===== config.mk =====
export PLATFORM = sky130hd
export DESIGN_NAME = hazard_unit
export DESIGN_NICKNAME = d
export VERILOG_FILES = /design/src/rtl/hazard_pkg.sv /design/src/rtl/hazard_dep_cmp.sv /design/src/rtl/hazard_unit.sv
export SDC_FILE = /design/constraint.sdc
export NUM_CORES = 1
export LEC_CHECK = 0
export CAP_MARGIN = 5
export CORE_AREA = 8 8 51 53
export DETAILED_ROUTE_END_ITERATION = 16
export DIE_AREA = 0 0 59 61
export PLACE_DENSITY_LB_ADDON = 0.1
export RECOVER_POWER = 100
export SLEW_MARGIN = 40
export SYNTH_ARGS = -nofsm -noshare
export SYNTH_HDL_FRONTEND = slang
export SYNTH_HIERARCHICAL = 1
export SYNTH_SLANG_ARGS = --single-unit
export TNS_END_PERCENT = 1

===== constraint.sdc =====
create_clock -name clk -period 1.5 [get_ports clk]
set_input_delay 0.225 -clock clk [delete_from_list [all_inputs] [get_ports clk]]
set_output_delay 0.225 -clock clk [all_outputs]
set_load 0.01 [all_outputs]

===== src/rtl/hazard_pkg.sv =====
// Shared types and defaults for the pipeline hazard unit.
package hazard_pkg;

    localparam int unsigned REG_AW_DEFAULT = 5;

    typedef enum logic [0:0] {
        StIdle,
        StLstall
    } hz_state_e;

endpackage


===== src/rtl/hazard_dep_cmp.sv =====
// One source-register vs EX destination compare; x0 and unused sources never match.
module hazard_dep_cmp
    import hazard_pkg::*;
#(
    parameter int unsigned REG_AW = REG_AW_DEFAULT
) (
    input  logic [REG_AW-1:0] src,
    input  logic              src_used,
    input  logic [REG_AW-1:0] ex_rd,
    output logic              hit
);

    assign hit = src_used && (ex_rd != '0) && (ex_rd == src);

endmodule


===== src/rtl/hazard_unit.sv =====
// Load-use / branch / multicycle hazard control for a 5-stage pipeline.
// Define HAZARD_PERF_CNT_EN to build the saturating stall-cycle counter.
module hazard_unit
    import hazard_pkg::*;
#(
    parameter int unsigned REG_AW   = REG_AW_DEFAULT,
    parameter int unsigned LOAD_LAT = 1,
    parameter int unsigned CNT_W    = 32
) (
    input  logic              clk,
    input  logic              rst_n,
    input  logic [REG_AW-1:0] id_rs1,
    input  logic [REG_AW-1:0] id_rs2,
    input  logic              id_rs1_used,
    input  logic              id_rs2_used,
    input  logic [REG_AW-1:0] ex_rd,
    input  logic              ex_mem_read,
    input  logic              ex_branch_taken,
    input  logic              ex_busy,
    output logic              pc_write,
    output logic              if_id_write,
    output logic              id_ex_write,
    output logic              control_sel,
    output logic              if_id_flush,
    output logic              id_ex_flush,
    output logic [CNT_W-1:0]  stall_cycles
);

    localparam int unsigned BW = (LOAD_LAT > 1) ? $clog2(LOAD_LAT) : 1;
    localparam int          LAT_M2 = int'(LOAD_LAT) - 2;
    localparam logic [BW-1:0] CNT_INIT = (LOAD_LAT > 1) ? BW'(LAT_M2) : '0;

    hz_state_e     state_q, state_d;
    logic [BW-1:0] cnt_q, cnt_d;
    logic          hit_rs1, hit_rs2, load_use;

    hazard_dep_cmp #(.REG_AW(REG_AW)) u_cmp_rs1 (
        .src      (id_rs1),
        .src_used (id_rs1_used),
        .ex_rd    (ex_rd),
        .hit      (hit_rs1)
    );

    hazard_dep_cmp #(.REG_AW(REG_AW)) u_cmp_rs2 (
        .src      (id_rs2),
        .src_used (id_rs2_used),
        .ex_rd    (ex_rd),
        .hit      (hit_rs2)
    );

    assign load_use = ex_mem_read && (hit_rs1 || hit_rs2);

    always_ff @(posedge clk or negedge rst_n) begin
        if (!rst_n) begin
            state_q <= StIdle;
            cnt_q   <= '0;
        end else begin
            state_q <= state_d;
            cnt_q   <= cnt_d;
        end
    end

    // The hit cycle itself is the first bubble; LSTALL supplies the remaining LOAD_LAT-1.
    always_comb begin
        pc_write    = 1'b0;
        if_id_write = 1'b0;
        id_ex_write = 1'b0;
        control_sel = 1'b0;
        if_id_flush = 1'b0;
        id_ex_flush = 1'b0;
        state_d     = state_q;
        cnt_d       = cnt_q;
        if (!rst_n) begin
            state_d = StIdle;
            cnt_d   = '0;
        end else if (ex_branch_taken) begin
            pc_write    = 1'b1;
            if_id_write = 1'b1;
            id_ex_write = 1'b1;
            if_id_flush = 1'b1;
            id_ex_flush = 1'b1;
            state_d     = StIdle;
            cnt_d       = '0;
        end else if (ex_busy) begin
            control_sel = 1'b1;
        end else if (state_q == StLstall) begin
            id_ex_write = 1'b1;
            if (cnt_q == '0) begin
                state_d = StIdle;
            end else begin
                cnt_d = cnt_q - 1'b1;
            end
        end else if (load_use) begin
            id_ex_write = 1'b1;
            if (LOAD_LAT > 1) begin
                state_d = StLstall;
                cnt_d   = CNT_INIT;
            end
        end else begin
            pc_write    = 1'b1;
            if_id_write = 1'b1;
            id_ex_write = 1'b1;
            control_sel = 1'b1;
        end
    end

`ifdef HAZARD_PERF_CNT_EN
    logic [CNT_W-1:0] stall_q, stall_d;

    always_comb begin
        stall_d = stall_q;
        if (!pc_write && (stall_q != '1)) begin
            stall_d = stall_q + CNT_W'(1);
        end
    end

    always_ff @(posedge clk or negedge rst_n) begin
        if (!rst_n) begin
            stall_q <= '0;
        end else begin
            stall_q <= stall_d;
        end
    end

    assign stall_cycles = stall_q;
`else
    assign stall_cycles = '0;
`endif

endmodule


======== Yosys cells after proc, flatten, opt, wreduce, memory -nomap -nowiden ========
Cells that the tools add are included.
word-level totals
  register bits after elaboration ......... 2
  bits in latches ......................... 0
  memory bits (writable) .................. 0
  bits in read-only memories .............. 0
  bits of input ports ..................... 22
  output and inout port bits .............. 38
  word-level logic and storage cells ...... 38
  memories kept ........................... 0
operators by class
  add/subtract/negate cells ............... 1
  $mul .................................... 0
  divide/modulo/power cells ............... 0
  $lt $le $gt $ge ......................... 0
  equal/unequal tests ..................... 4
  shift-type cells ........................ 0
  mux-type cells .......................... 23
  bitwise logic cells ..................... 0
  reduce and logical (&&, ||, !) cells .... 8
operators by type and width
  cell                   number
  $mux W1                23
  $eq A5 B5 Y1           2
  $logic_and A1 B1 Y1    5
  $reduce_bool A5 Y1     1
  $ne A3 B1 Y1 const B   1
  $ne A3 B3 Y1 const B   1
  $reduce_and A2 Y1      1
  $logic_or A1 B1 Y1     1
  $sub A1 B1 Y1 const B  1

======== Longest topological paths before layout ========
  depth in word-level cells ............... 10
  depth in mapped cells ................... 6
  mapped depth without buffers ............ 5

======== Cells and area by module ========
Netlist, hierarchy kept.
by module, submodules not included
  module          times used  cells an instance  area each (sq um)  seq. area each (sq um)
  hazard_unit     1           43                 309.0              0.0
  hazard_dep_cmp  2           10                 76.3               0.0

======== Least setup slack after synthesis ========
No wires, ideal clock.
  kind .................................... input to output
  start ................................... input id_rs2[3]
  end ..................................... output pc_write
  data arrival time ....................... 1.244 ns
  required time ........................... 1.275 ns
  path slack .............................. 0.031 ns
  stages .................................. 6
  buffers on the path ..................... 1
  cell sequence ........................... xor2_1 -> nor3_1 -> and4_1 -> nor2_1 -> o311a_1 -> buf_4
between the ends
  longest elaborated chain between the ends .. 9
ends and longest elaborated chain
  item                   line                  text
  start: declaration     hazard_unit.sv:13     input logic [REG_AW-1:0] id_rs2,
  $eq A5 B5 Y1           hazard_dep_cmp.sv:13  assign hit = src_used && (ex_rd != '0) && (ex_rd == src);
  $logic_and A1 B1 Y1    hazard_dep_cmp.sv:13
  named net hit_rs2      hazard_unit.sv:35     logic hit_rs1, hit_rs2, load_use;
  $logic_or A1 B1 Y1     hazard_unit.sv:51     assign load_use = ex_mem_read && (hit_rs1 || hit_rs2);
  $logic_and A1 B1 Y1    hazard_unit.sv:51
  $mux W1 (5 in series)  -
  end: declaration       hazard_unit.sv:20     output logic pc_write,
The timed path passes the listed nets, and every way through them passes these cells.

======== Final worst setup path ========
  start ................................... input ex_rd[3]
  end ..................................... output pc_write
between the ends
  longest elaborated chain between the ends .. 10
  elaborated cells between the ends (all ways) .. 14
  those cells by class .................... eq/ne: 2; mux: 5; reduce/logical: 7
ends and longest elaborated chain
  item                     line                  text
  start: declaration       hazard_unit.sv:16     input logic [REG_AW-1:0] ex_rd,
  $reduce_bool A5 Y1       hazard_dep_cmp.sv:13
  $logic_and A1 B1 Y1      hazard_dep_cmp.sv:13
  $logic_and A1 B1 Y1 (*)  hazard_dep_cmp.sv:13
  named net hit_rs2        hazard_unit.sv:35
  $logic_or A1 B1 Y1 (*)   hazard_unit.sv:51
  $logic_and A1 B1 Y1 (*)  hazard_unit.sv:51
  $mux W1 (*)              hazard_unit.sv:93     end else if (load_use) begin
  $mux W1 (*)              hazard_unit.sv:86     end else if (state_q == StLstall) begin
  $mux W1 (*)              hazard_unit.sv:84     end else if (ex_busy) begin
  $mux W1 (*)              hazard_unit.sv:76     end else if (ex_branch_taken) begin
  $mux W1 (*)              hazard_unit.sv:73     if (!rst_n) begin
The timed path passes the listed nets; every way through them passes the cells marked *.

==> metrics <==
status=finished, violations left; failing checks=setup timing; Pwr Density=roughly 260 nW/µm²; Fmax=approximately 0.60 GHz; Routed Antenna Nets=0; grt peak-use layer=met2; RSZ-0062 raised after global routing=true; post-synthesis sequential area ratio=0; # setup viols final=3; Vert. Die Dim=61 µm; Starting Density=0.251; detailed-route vias per instance=3.32; setup ws final=-0.153 ns; Total Power=161 µW; syn_area_per_cell=7.33 µm²; Rows=16; final wirelength=1290 µm; Chip Width=roughly 59 µm; area of the core=roughly 1800 µm²; Lkg Pwr=approximately 0.00033 µW; ANT cells=0; Syn Inst Count=between 60 and 70; Residual DRC=0; final hold violation count=0; WL per Instance=between 10 and 15 µm; met1 Track Usage GR=0.0624; vias in the first global route=around 430; pin count of the biggest net entering global routing=5; fraction of layout cells with a size suffix above 1=0.233; Synth cell types=15; CP Capture Type=output port; max-slew violations=0; Die ar.=~3600 µm²; final setup TNS=-0.439 ns; CP arrival=approximately 1.4 ns; met2 Use GR=0.132; IO Port Bufs=27; total gr overflow=0; Seq Cell Count=0; gr usage total=0.0616; Post-CTS Setup Bufs=0; MaxCap Viol Count=0; Iter 0 DRT Violations=7; initial antenna violation count=0; CP max FO=3; footprint of the multi-input gates=335 µm²; Synth-to-Final Area Change=36.0%; # IOs=60; nets=~110; Placer Congestion=about 0.6; synthesized cell area=462 µm²; Period minus WS final=between 1.5 and 2 ns; WS Path Type=in2out; Worst VDD drop=roughly 0.072 mV; Post-Route Utilization=0.341; Yosys Warn Count=6; fillers=224; Worst Hold Class=in2out; period utilisation layout=1.10; global-route wire length before repair=roughly 1800 µm; clkbuf count=0; total number of vias=a little under 400; met3 Usage GRT=0.0106; CP Data Required Time=1.27 ns; hpwl dp=~1200 µm; hold buffers post-CTS=0; drt pass-1 iters=3; Reg area=0 µm²; CP Launch Type=primary input
## final timing paths
kind,from,to,slack [ns],cells after the start
min,ex_branch_taken,control_sel,1.0,4
max,ex_rd[3],pc_write,-0.15,8
## power breakdown
part | switching, µW | internal (µW) | leakage, µW
Clock | 0 | 0 | 0
Combinational | 86.9 | 73.9 | 0.000332
Sequential | 0 | 0 | 0
Total | 86.9 | 73.9 | 0.000332
## cells in the mapped netlist
| cell | number | share of area |
|---|---|---|
| xor2_1 | 6 | 0.11 |
| o21ai_1 | 2 | 0.022 |
| nor4_2 | 2 | 0.054 |
| nor3_1 | 2 | 0.022 |
| inv_1 | 2 | 0.016 |
| o311a_1 | 2 | 0.043 |
| nand2b_1 | 1 | 0.014 |
| or2_0 | 2 | 0.027 |
| xnor2_1 | 2 | 0.038 |
| conb_1 | 1 | 0.0081 |
| and2_1 | 2 | 0.027 |
| nand2_1 | 2 | 0.016 |
| nor2_1 | 1 | 0.0081 |
| buf_4 | 34 | 0.55 |
| and4_1 | 2 | 0.038 |
## stage by stage
stage	hold WS [ns]	std cells	worst slack (ns)	instance area, µm²
2_1_floorplan	0.566	94	0.0307	578
3_3_place_gp	1.51	117	-0.912	649
3_5_place_dp	1.51	117	-0.915	649
4_1_cts	1.00	117	-0.143	624
5_1_grt	1.05	117	-0.240	628
6_report	1.00	117	-0.153	628
## layout by cell type (no fill, tap or decap)
cell type	count
buf_12	1
nand2_1	2
and2_1	2
buf_2	11
conb_1	32
nor3_1	2
dlygate4sd2_1	6
clkdlybuf4s50_1	5
nand2b_1	1
buf_4	2
inv_1	2
clkdlybuf4s15_1	1
or2_0	2
nor4_4	2
xor2_1	6
buf_6	3
and4_1	2
o311a_1	2
o21ai_1	2
nor2_2	1
buf_8	1
xnor2_1	2
## worst max-delay path, cell delays in order
cell and delay (ns):
buf_8 0.10, buf_6 0.12, nor4_4 0.25, o21ai_1 0.11, and4_1 0.21, nor2_2 0.12, o311a_1 0.17, buf_2 0.13
## routing by layer
layer / share of wire / wire, µm
met5: 0 / 0
met4: 0 / 0
met3: 0.087 / 112
met2: 0.58 / 747
met1: 0.33 / 425
## final cells by class
cell class,instances,area share
Inverter,2,0.0120
Multi-Input combinational cell,58,0.534
Timing Repair Buffer,30,0.400
Tap cell,27,0.0538
## cells by family after synthesis
| logic type | share of synthesized area |
|---|---|
| xor gates and xnor gates | 0.152 |
| AOI/OAI and AO/OA | 0.0650 |
| other | 0.00812 |
| and+or+nand+nor | 0.206 |
| buffers and inverters | 0.569 |
## what timing repair did
action                                  4_1_cts  5_1_grt
endpoints found under the setup margin        6        3
pin swaps                                    15        5
resized for setup                            80        1
(Power assumes the default switching activity.)
